File: config.mk
export PLATFORM = sky130hd
export DESIGN_NAME = sobel_edge_detect_flat
export DESIGN_NICKNAME = d
export VERILOG_FILES = /design/src/rtl/sobel_edge_detect_if.sv /design/src/rtl/sobel_edge_detect.sv /design/src/flat_wrapper.sv
export SDC_FILE = /design/constraint.sdc
export NUM_CORES = 2
export LEC_CHECK = 0
export CELL_PAD_IN_SITES_DETAIL_PLACEMENT = 0
export CELL_PAD_IN_SITES_GLOBAL_PLACEMENT = 1
export CORE_ASPECT_RATIO = 0.75
export CORE_MARGIN = 2
export CORE_UTILIZATION = 55
export DETAILED_ROUTE_END_ITERATION = 10
export PLACE_DENSITY_LB_ADDON = 0.25
export REMOVE_ABC_BUFFERS = 1
export SETUP_SLACK_MARGIN = 0.02
export SLEW_MARGIN = 20
export SYNTH_ARGS = -nofsm -noshare
export SYNTH_HDL_FRONTEND = slang
export SYNTH_SLANG_ARGS = --single-unit
File: constraint.sdc
create_clock -name clk -period 18.75 [get_ports clk]
set_input_delay 5.625 -clock clk [delete_from_list [all_inputs] [get_ports clk]]
set_output_delay 5.625 -clock clk [all_outputs]
set_load 0.1 [all_outputs]
File: src/rtl/sobel_edge_detect_if.sv
// Pixel stream bundle: frame sync, line sync, pixel valid and pixel data.
interface sobel_edge_detect_if #(
  parameter int WIDTH = 8
);
  logic             vsync;
  logic             hsync;
  logic             de;
  logic [WIDTH-1:0] data;

  modport master (output vsync, hsync, de, data);
  modport slave  (input  vsync, hsync, de, data);
endinterface

File: src/rtl/sobel_edge_detect.sv
// 3x3 Sobel |Gx|+|Gy| edge detector, 3-clk latency, syncs delay-matched.
// SOBEL_MAG_OUT_EN: export saturated magnitude on o_px.data instead of a binary map.
module sobel_edge_detect #(
  parameter int WIDTH      = 8,
  parameter int H_RES      = 170,
  parameter int V_RES      = 240,
  parameter int THRESH_DEF = 64
) (
  input  logic                 clk,
  input  logic                 rst,
  sobel_edge_detect_if.slave   i_px,
  input  logic [WIDTH-1:0]     i_thresh,
  sobel_edge_detect_if.master  o_px,
  output logic                 o_edge
);

  localparam int CW = $clog2(H_RES);
  localparam int RW = $clog2(V_RES);
  localparam int GW = WIDTH + 3;
  localparam logic [CW-1:0] COL_MAX = CW'(H_RES - 1);
  localparam logic [RW-1:0] ROW_MAX = RW'(V_RES - 1);
  localparam logic [GW-1:0] SAT_MAX = GW'((1 << WIDTH) - 1);

  logic [CW-1:0]    col;
  logic [RW-1:0]    row;
  logic             vs_q;
  logic [WIDTH-1:0] thr_q;

  logic [WIDTH-1:0] lb0 [H_RES];
  logic [WIDTH-1:0] lb1 [H_RES];

  logic [WIDTH-1:0] p11, p12, p13;
  logic [WIDTH-1:0] p21, p22, p23;
  logic [WIDTH-1:0] p31, p32, p33;
  logic             border;

  logic [WIDTH+1:0] gx_p, gx_n, gy_p, gy_n;
  logic signed [GW-1:0] gx, gy;
  logic             b1;

  logic [GW-1:0]    ax, ay, mag;
  logic [WIDTH-1:0] mag_sat;
  logic             hit;
  logic [WIDTH-1:0] data_n;
  logic [WIDTH-1:0] data_q;

  logic [2:0]       vs_d, hs_d, de_d;

  // Raster position; frame sync wins over a coincident pixel.
  always_ff @(posedge clk or posedge rst) begin
    if (rst) begin
      col   <= '0;
      row   <= '0;
      vs_q  <= 1'b0;
      thr_q <= WIDTH'(THRESH_DEF);
    end else begin
      vs_q <= i_px.vsync;
      if (i_px.vsync && !vs_q)
        thr_q <= i_thresh;
      if (i_px.vsync) begin
        col <= '0;
        row <= '0;
      end else if (i_px.de) begin
        if (col == COL_MAX) begin
          col <= '0;
          if (row != ROW_MAX)
            row <= row + 1'b1;
        end else begin
          col <= col + 1'b1;
        end
      end
    end
  end

  always_ff @(posedge clk) begin
    if (i_px.de) begin
      lb0[col] <= i_px.data;
      lb1[col] <= lb0[col];
    end
  end

  always_ff @(posedge clk or posedge rst) begin
    if (rst) begin
      p11 <= '0; p12 <= '0; p13 <= '0;
      p21 <= '0; p22 <= '0; p23 <= '0;
      p31 <= '0; p32 <= '0; p33 <= '0;
      border <= 1'b0;
    end else if (i_px.de) begin
      p11 <= p12; p12 <= p13; p13 <= lb1[col];
      p21 <= p22; p22 <= p23; p23 <= lb0[col];
      p31 <= p32; p32 <= p33; p33 <= i_px.data;
      border <= (row < RW'(2)) || (col < CW'(2));
    end
  end

  assign gx_p = {2'b00, p13} + {1'b0, p23, 1'b0} + {2'b00, p33};
  assign gx_n = {2'b00, p11} + {1'b0, p21, 1'b0} + {2'b00, p31};
  assign gy_p = {2'b00, p31} + {1'b0, p32, 1'b0} + {2'b00, p33};
  assign gy_n = {2'b00, p11} + {1'b0, p12, 1'b0} + {2'b00, p13};

  always_ff @(posedge clk or posedge rst) begin
    if (rst) begin
      gx <= '0;
      gy <= '0;
      b1 <= 1'b0;
    end else begin
      gx <= $signed({1'b0, gx_p}) - $signed({1'b0, gx_n});
      gy <= $signed({1'b0, gy_p}) - $signed({1'b0, gy_n});
      b1 <= border;
    end
  end

  always_comb begin
    ax      = gx[GW-1] ? GW'(-gx) : GW'(gx);
    ay      = gy[GW-1] ? GW'(-gy) : GW'(gy);
    mag     = ax + ay;
    mag_sat = (mag > SAT_MAX) ? {WIDTH{1'b1}} : mag[WIDTH-1:0];
    hit     = !b1 && (mag_sat >= thr_q);
`ifdef SOBEL_MAG_OUT_EN
    data_n  = b1 ? '0 : mag_sat;
`else
    data_n  = hit ? {WIDTH{1'b1}} : '0;
`endif
  end

  always_ff @(posedge clk or posedge rst) begin
    if (rst) begin
      o_edge <= 1'b0;
      data_q <= '0;
      vs_d   <= '0;
      hs_d   <= '0;
      de_d   <= '0;
    end else begin
      o_edge <= hit;
      data_q <= data_n;
      vs_d   <= {vs_d[1:0], i_px.vsync};
      hs_d   <= {hs_d[1:0], i_px.hsync};
      de_d   <= {de_d[1:0], i_px.de};
    end
  end

  assign o_px.vsync = vs_d[2];
  assign o_px.hsync = hs_d[2];
  assign o_px.de    = de_d[2];
  assign o_px.data  = data_q;

endmodule
File: src/flat_wrapper.sv
// flat-port wrapper written by rule: the top's interface ports become plain ports
module sobel_edge_detect_flat 
#(
  parameter int WIDTH      = 8,
  parameter int H_RES      = 170,
  parameter int V_RES      = 240,
  parameter int THRESH_DEF = 64
)
  (clk, rst, i_thresh, o_edge, i_px_vsync, i_px_hsync, i_px_de, i_px_data, o_px_vsync, o_px_hsync, o_px_de, o_px_data);
  sobel_edge_detect_if #(.WIDTH(WIDTH)) i_px_i ();
  sobel_edge_detect_if #(.WIDTH(WIDTH)) o_px_i ();
  input  logic clk;
  input  logic rst;
  input  logic [WIDTH-1:0] i_thresh;
  output logic o_edge;
  input wire logic [$bits(i_px_i.vsync)-1:0] i_px_vsync;
  input wire logic [$bits(i_px_i.hsync)-1:0] i_px_hsync;
  input wire logic [$bits(i_px_i.de)-1:0] i_px_de;
  input wire logic [$bits(i_px_i.data)-1:0] i_px_data;
  output wire logic [$bits(o_px_i.vsync)-1:0] o_px_vsync;
  output wire logic [$bits(o_px_i.hsync)-1:0] o_px_hsync;
  output wire logic [$bits(o_px_i.de)-1:0] o_px_de;
  output wire logic [$bits(o_px_i.data)-1:0] o_px_data;
  assign i_px_i.vsync = i_px_vsync;
  assign i_px_i.hsync = i_px_hsync;
  assign i_px_i.de = i_px_de;
  assign i_px_i.data = i_px_data;
  assign o_px_vsync = o_px_i.vsync;
  assign o_px_hsync = o_px_i.hsync;
  assign o_px_de = o_px_i.de;
  assign o_px_data = o_px_i.data;
  sobel_edge_detect #(.WIDTH(WIDTH), .H_RES(H_RES), .V_RES(V_RES), .THRESH_DEF(THRESH_DEF)) u_core (.clk(clk), .rst(rst), .i_px(i_px_i), .i_thresh(i_thresh), .o_px(o_px_i), .o_edge(o_edge));
endmodule
==> run_summary.xml <==
<?xml version="1.0" encoding="UTF-8"?>
<metrics>
  <group name="run_status">
    <metric name="run_status" unit="">complete, no violations</metric>
  </group>
  <group name="worst_setup_path">
    <metric name="timing.critical_path.from_type" unit="">input pin</metric>
    <metric name="worst_ep_arrival_time" unit="ps">9070</metric>
    <metric name="worst_setup_sp" unit="">i_px_de</metric>
    <metric name="worstSetupPathType" unit="">in -&gt; reg</metric>
    <metric name="worstSetupEndpointType" unit="">flip-flop</metric>
    <metric name="r2r_setup_slk" unit="ps">11390</metric>
    <metric name="rr_worst_depth" unit="">9</metric>
    <metric name="endpoint" unit="">u_core.row[6]$_DFFE_PP0P_</metric>
    <metric name="maximum_fanout_along_the_worst_path" unit="">32</metric>
    <metric name="cp_data_required_time" unit="ps">19460</metric>
    <metric name="regToRegStartpoint" unit="">u_core.col[1]$_DFFE_PP0P_</metric>
    <metric name="critical_path.reg2reg.endpoint" unit="">u_core.lb1[84][5]$_DFFE_PP_</metric>
  </group>
  <group name="detailed_routing">
    <metric name="first_pass_iters" unit="">7</metric>
    <metric name="num_vias" unit="">58790</metric>
    <metric name="avgRoutedWirePerCell" unit="um">36.49</metric>
    <metric name="drt_iter0_drc" unit="">10240</metric>
    <metric name="detail-route-antenna-nets" unit="">0</metric>
    <metric name="postRouteWirelength" unit="mm">315.9</metric>
    <metric name="viasPerCell" unit="">6.791</metric>
    <metric name="detail_route.drc_violations" unit="">0</metric>
  </group>
  <group name="timing">
    <metric name="rsz0062_at_grt" unit="">false</metric>
    <metric name="finalCritPeriodShare" unit="%">44.58</metric>
    <metric name="fin_hold_ws" unit="ps">356.1</metric>
    <metric name="report.final.setup_viol" unit="">0</metric>
    <metric name="tightest_slew" unit="ps">1250</metric>
    <metric name="report.final.hold_viol_count" unit="">0</metric>
    <metric name="setup_total_negative_slack" unit="ps">0</metric>
    <metric name="clock.fmax" unit="MHz">119.6</metric>
    <metric name="max_slew_violation_total_from_the_final_report" unit="">0</metric>
    <metric name="maxSlewHeadroom" unit="%">16.42</metric>
    <metric name="timing.clock.skew" unit="ps">57.69</metric>
    <metric name="fin_crit" unit="ps">8359</metric>
  </group>
  <group name="floorplan">
    <metric name="die_height" unit="um">395.9</metric>
    <metric name="num_rows" unit="">143</metric>
    <metric name="top_level_ports" unit="">33</metric>
    <metric name="die_width" unit="um">526.5</metric>
    <metric name="fp.coreArea" unit="um^2">203100</metric>
    <metric name="initial_core_util" unit="%">55.45</metric>
    <metric name="floorplan.die_area" unit="um^2">208400</metric>
  </group>
  <group name="clock_tree">
    <metric name="count_of_clock_tree_sinks" unit="">2850</metric>
    <metric name="clk_root_buffer_cell" unit="">sky130_fd_sc_hd__clkbuf_16</metric>
    <metric name="clock_tree_from_tritoncts" unit="">done</metric>
    <metric name="clk-insertion-delay-late" unit="ps">860</metric>
    <metric name="postCtsHoldBufs" unit="">0</metric>
    <metric name="worst_setup_hold_path_clk_slew" unit="ps">60</metric>
    <metric name="num_cts_buffers" unit="">274</metric>
    <metric name="maximum_number_of_buffers_from_clock_root_to_sink" unit="">4</metric>
    <metric name="cts-resized-gates" unit="">0</metric>
    <metric name="ctsHtreeMaxLevel" unit="">5</metric>
    <metric name="post-cts-setup-buffers" unit="">0</metric>
  </group>
  <group name="synthesis">
    <metric name="yosysSeqAreaShare" unit="%">75.42</metric>
    <metric name="number_of_flip_flops_and_latches_in_the_synthesized_netlist" unit="">2850</metric>
    <metric name="ys_types" unit="">86</metric>
    <metric name="netlist_area" unit="um^2">112600</metric>
    <metric name="syn-instance-count" unit="">5491</metric>
    <metric name="synth_top_cells_by_area" unit="">sky130_fd_sc_hd__edfxtp_1 (73%), sky130_fd_sc_hd__mux4_2 (12%), sky130_fd_sc_hd__dfrtp_1 (2.9%)</metric>
    <metric name="post-synth-top-area-fraction" unit="%">72.53</metric>
    <metric name="primary_ff_master_synth" unit="">sky130_fd_sc_hd__edfxtp_1</metric>
    <metric name="synth-edff-count" unit="">2720</metric>
    <metric name="synth.yosys.warnings" unit="">0</metric>
    <metric name="post_synth.cell_area_avg" unit="um^2">20.51</metric>
    <metric name="asyncSetResetFlopFracSynth" unit="%">4.561</metric>
    <metric name="synth_top_area_cell" unit="">sky130_fd_sc_hd__edfxtp_1</metric>
  </group>
  <group name="grt">
    <metric name="via_count_of_the_first_global_routing_pass" unit="">56040</metric>
    <metric name="grt_overflow_total" unit="">0</metric>
    <metric name="grt_max_degree" unit="">113</metric>
    <metric name="grt_pass1_wl" unit="mm">439.7</metric>
    <metric name="grtUsageMet2" unit="%">42.24</metric>
    <metric name="gr-max-usage-layer" unit="">met1</metric>
    <metric name="track_usage" unit="%">30.36</metric>
    <metric name="grtUsageMet3" unit="%">9.259</metric>
    <metric name="groute.layer.met1.usage" unit="%">46.28</metric>
    <metric name="grt_antenna_before_repair" unit="">18</metric>
  </group>
  <group name="power">
    <metric name="p_sw_share" unit="%">25.01</metric>
    <metric name="power.switching" unit="uW">3689</metric>
    <metric name="vdd.ir_drop.worst" unit="uV">107.8</metric>
    <metric name="combinationalPowerShare" unit="%">14.4</metric>
    <metric name="cell_internal_pwr" unit="uW">11060</metric>
    <metric name="powerDensity" unit="nW/um^2">117.4</metric>
    <metric name="seq_power_share" unit="%">49.1</metric>
    <metric name="share_clk_of_total_power" unit="%">36.4</metric>
    <metric name="p_leak" unit="uW">0.03961</metric>
  </group>
  <group name="place">
    <metric name="placedCellCount" unit="">8170</metric>
    <metric name="hpwl" unit="mm">192.4</metric>
    <metric name="gpl.final_weighted_congestion" unit="">0.9203</metric>
    <metric name="port_buffers" unit="">32</metric>
  </group>
  <group name="cells_and_area">
    <metric name="nets" unit="">5897</metric>
    <metric name="layout-area-overhead-vs-synth" unit="%">11.55</metric>
    <metric name="layout.cells.non_filler" unit="">8657</metric>
    <metric name="layout.core_utilization" unit="%">61.86</metric>
    <metric name="fraction_of_final_layout_cells_with_drive_strength_greater_than_1" unit="%">23.92</metric>
  </group>
  <group name="worst_hold_path">
    <metric name="worstHoldPathType" unit="">reg -&gt; reg</metric>
  </group>
  <group name="job">
    <metric name="cap_violations" unit="">0</metric>
  </group>
</metrics>
## critical path, cell delays in order
cell and delay [ps]:
sky130_fd_sc_hd__buf_4 440, sky130_fd_sc_hd__nand3_1 1060, sky130_fd_sc_hd__buf_4 580, sky130_fd_sc_hd__nor2_2 820, sky130_fd_sc_hd__nand4_1 210, sky130_fd_sc_hd__xor2_1 200, sky130_fd_sc_hd__nor2_1 50
## logic make-up after synthesis
| kind of cell | Yosys count | share of synthesized area [%] |
|---|---|---|
| flops | 2850 | 75.42 |
| mux | 867 | 14.60 |
| simple gates | 658 | 2.705 |
| compound gates | 535 | 3.313 |
| buf+inv | 420 | 1.911 |
| fa+ha+maj | 112 | 1.664 |
| xor+xnor | 49 | 0.3811 |
## cell usage after synthesis, drive strengths merged, types with 10 or more instances
| cell type | instances |
|---|---|
| inv | 107 |
| mux4 | 613 |
| nor3 | 31 |
| mux2 | 75 |
| a21oi | 85 |
| a211oi | 13 |
| nand2 | 156 |
| ha | 49 |
| nor3b | 10 |
| fa | 63 |
| a221oi | 24 |
| a32oi | 13 |
| o21ai | 70 |
| xor2 | 14 |
| mux2i | 179 |
| a22oi | 149 |
| nor2 | 259 |
| a31oi | 24 |
| xnor2 | 35 |
| o211ai | 10 |
| buf | 210 |
| dfrtp | 129 |
| o22ai | 35 |
| clkbuf | 102 |
| a21o | 11 |
| edfxtp | 2720 |
| nand3 | 84 |
| nand2b | 19 |
| o2111ai | 10 |
| nor2b | 18 |
| nand4 | 17 |
| nor4 | 11 |
| a22o | 25 |
## placed cells by master, fill, tap and decap left out, types with 40 or more instances in the layout
cell type,netlist,routed
sky130_fd_sc_hd__mux2i_1,179,179
sky130_fd_sc_hd__nand3_1,84,75
sky130_fd_sc_hd__clkinv_1,1,40
sky130_fd_sc_hd__buf_4,63,263
sky130_fd_sc_hd__inv_1,106,104
sky130_fd_sc_hd__clkbuf_16,0,284
sky130_fd_sc_hd__o21ai_0,69,68
sky130_fd_sc_hd__dfrtp_1,129,123
sky130_fd_sc_hd__nor2_1,259,232
sky130_fd_sc_hd__mux2_2,74,74
sky130_fd_sc_hd__nand2_1,155,153
sky130_fd_sc_hd__edfxtp_1,2720,2720
sky130_fd_sc_hd__clkinv_2,0,46
sky130_fd_sc_hd__fa_1,63,63
sky130_fd_sc_hd__mux4_2,613,613
sky130_fd_sc_hd__ha_1,49,49
sky130_fd_sc_hd__a22oi_1,149,149
sky130_fd_sc_hd__clkbuf_1,102,64
sky130_fd_sc_hd__a21oi_1,85,85
## area by class of cell
class / instances / area, um^2
fill: 13850 / 77460
multi-input combinational: 2221 / 25790
sequential: 2850 / 84950
clock buffer: 353 / 7416
clock inverter: 125 / 1099
tap: 2682 / 3356
antenna: 9 / 22.52
inverter: 108 / 415.4
timing repair buffer: 309 / 2569
## how the worst min path moves through the flow
stage | from | end | slack, ps | depth (start not counted)
floorplan | u_core.de_d[0]$_DFF_PP0_ | u_core.de_d[1]$_DFF_PP0_ | 330 | 0
global placement | u_core.hs_d[1]$_DFF_PP0_ | u_core.hs_d[2]$_DFF_PP0_ | 330 | 0
detailed placement | u_core.vs_d[1]$_DFF_PP0_ | u_core.vs_d[2]$_DFF_PP0_ | 340 | 0
CTS | u_core.de_d[1]$_DFF_PP0_ | u_core.de_d[2]$_DFF_PP0_ | 360 | 0
global route | u_core.hs_d[0]$_DFF_PP0_ | u_core.hs_d[1]$_DFF_PP0_ | 360 | 0
finish | u_core.vs_d[1]$_DFF_PP0_ | u_core.vs_d[2]$_DFF_PP0_ | 360 | 0
## sequential cells by signal, summed over array words and instances (netlist names), 11 cells and up
signal and cells:
u_core.lb1 1360, u_core.lb0 1360, u_core.gy 11, u_core.gx 11
## metal layers
layer / part of all wire [%] / vias up
li1: - / 23110
met1: 40 / 30800
met2: 43 / 4255
met3: 14 / 619
met4: 3.7 / 12
met5: 0.022 / -
## power groups by stage
stage,combinational [uW],clock (uW),sequential (uW)
floorplan,1900,0,7450
global placement,2110,0,7380
detailed placement,2140,0,7380
finish,2130,5370,7250
global route,2380,5670,7250
CTS,2150,5430,7250
## stage by stage
step | setup WS [ps] | total power, uW | area [um^2]
floorplan | -15110 | 9349 | 110900
global placement | 9736 | 9490 | 117000
detailed placement | 9738 | 9520 | 117000
CTS | 10600 | 14820 | 125600
global route | 10410 | 15300 | 125600
finish | 10390 | 14750 | 125600
Note: power is estimated with default switching activity, not from simulation.
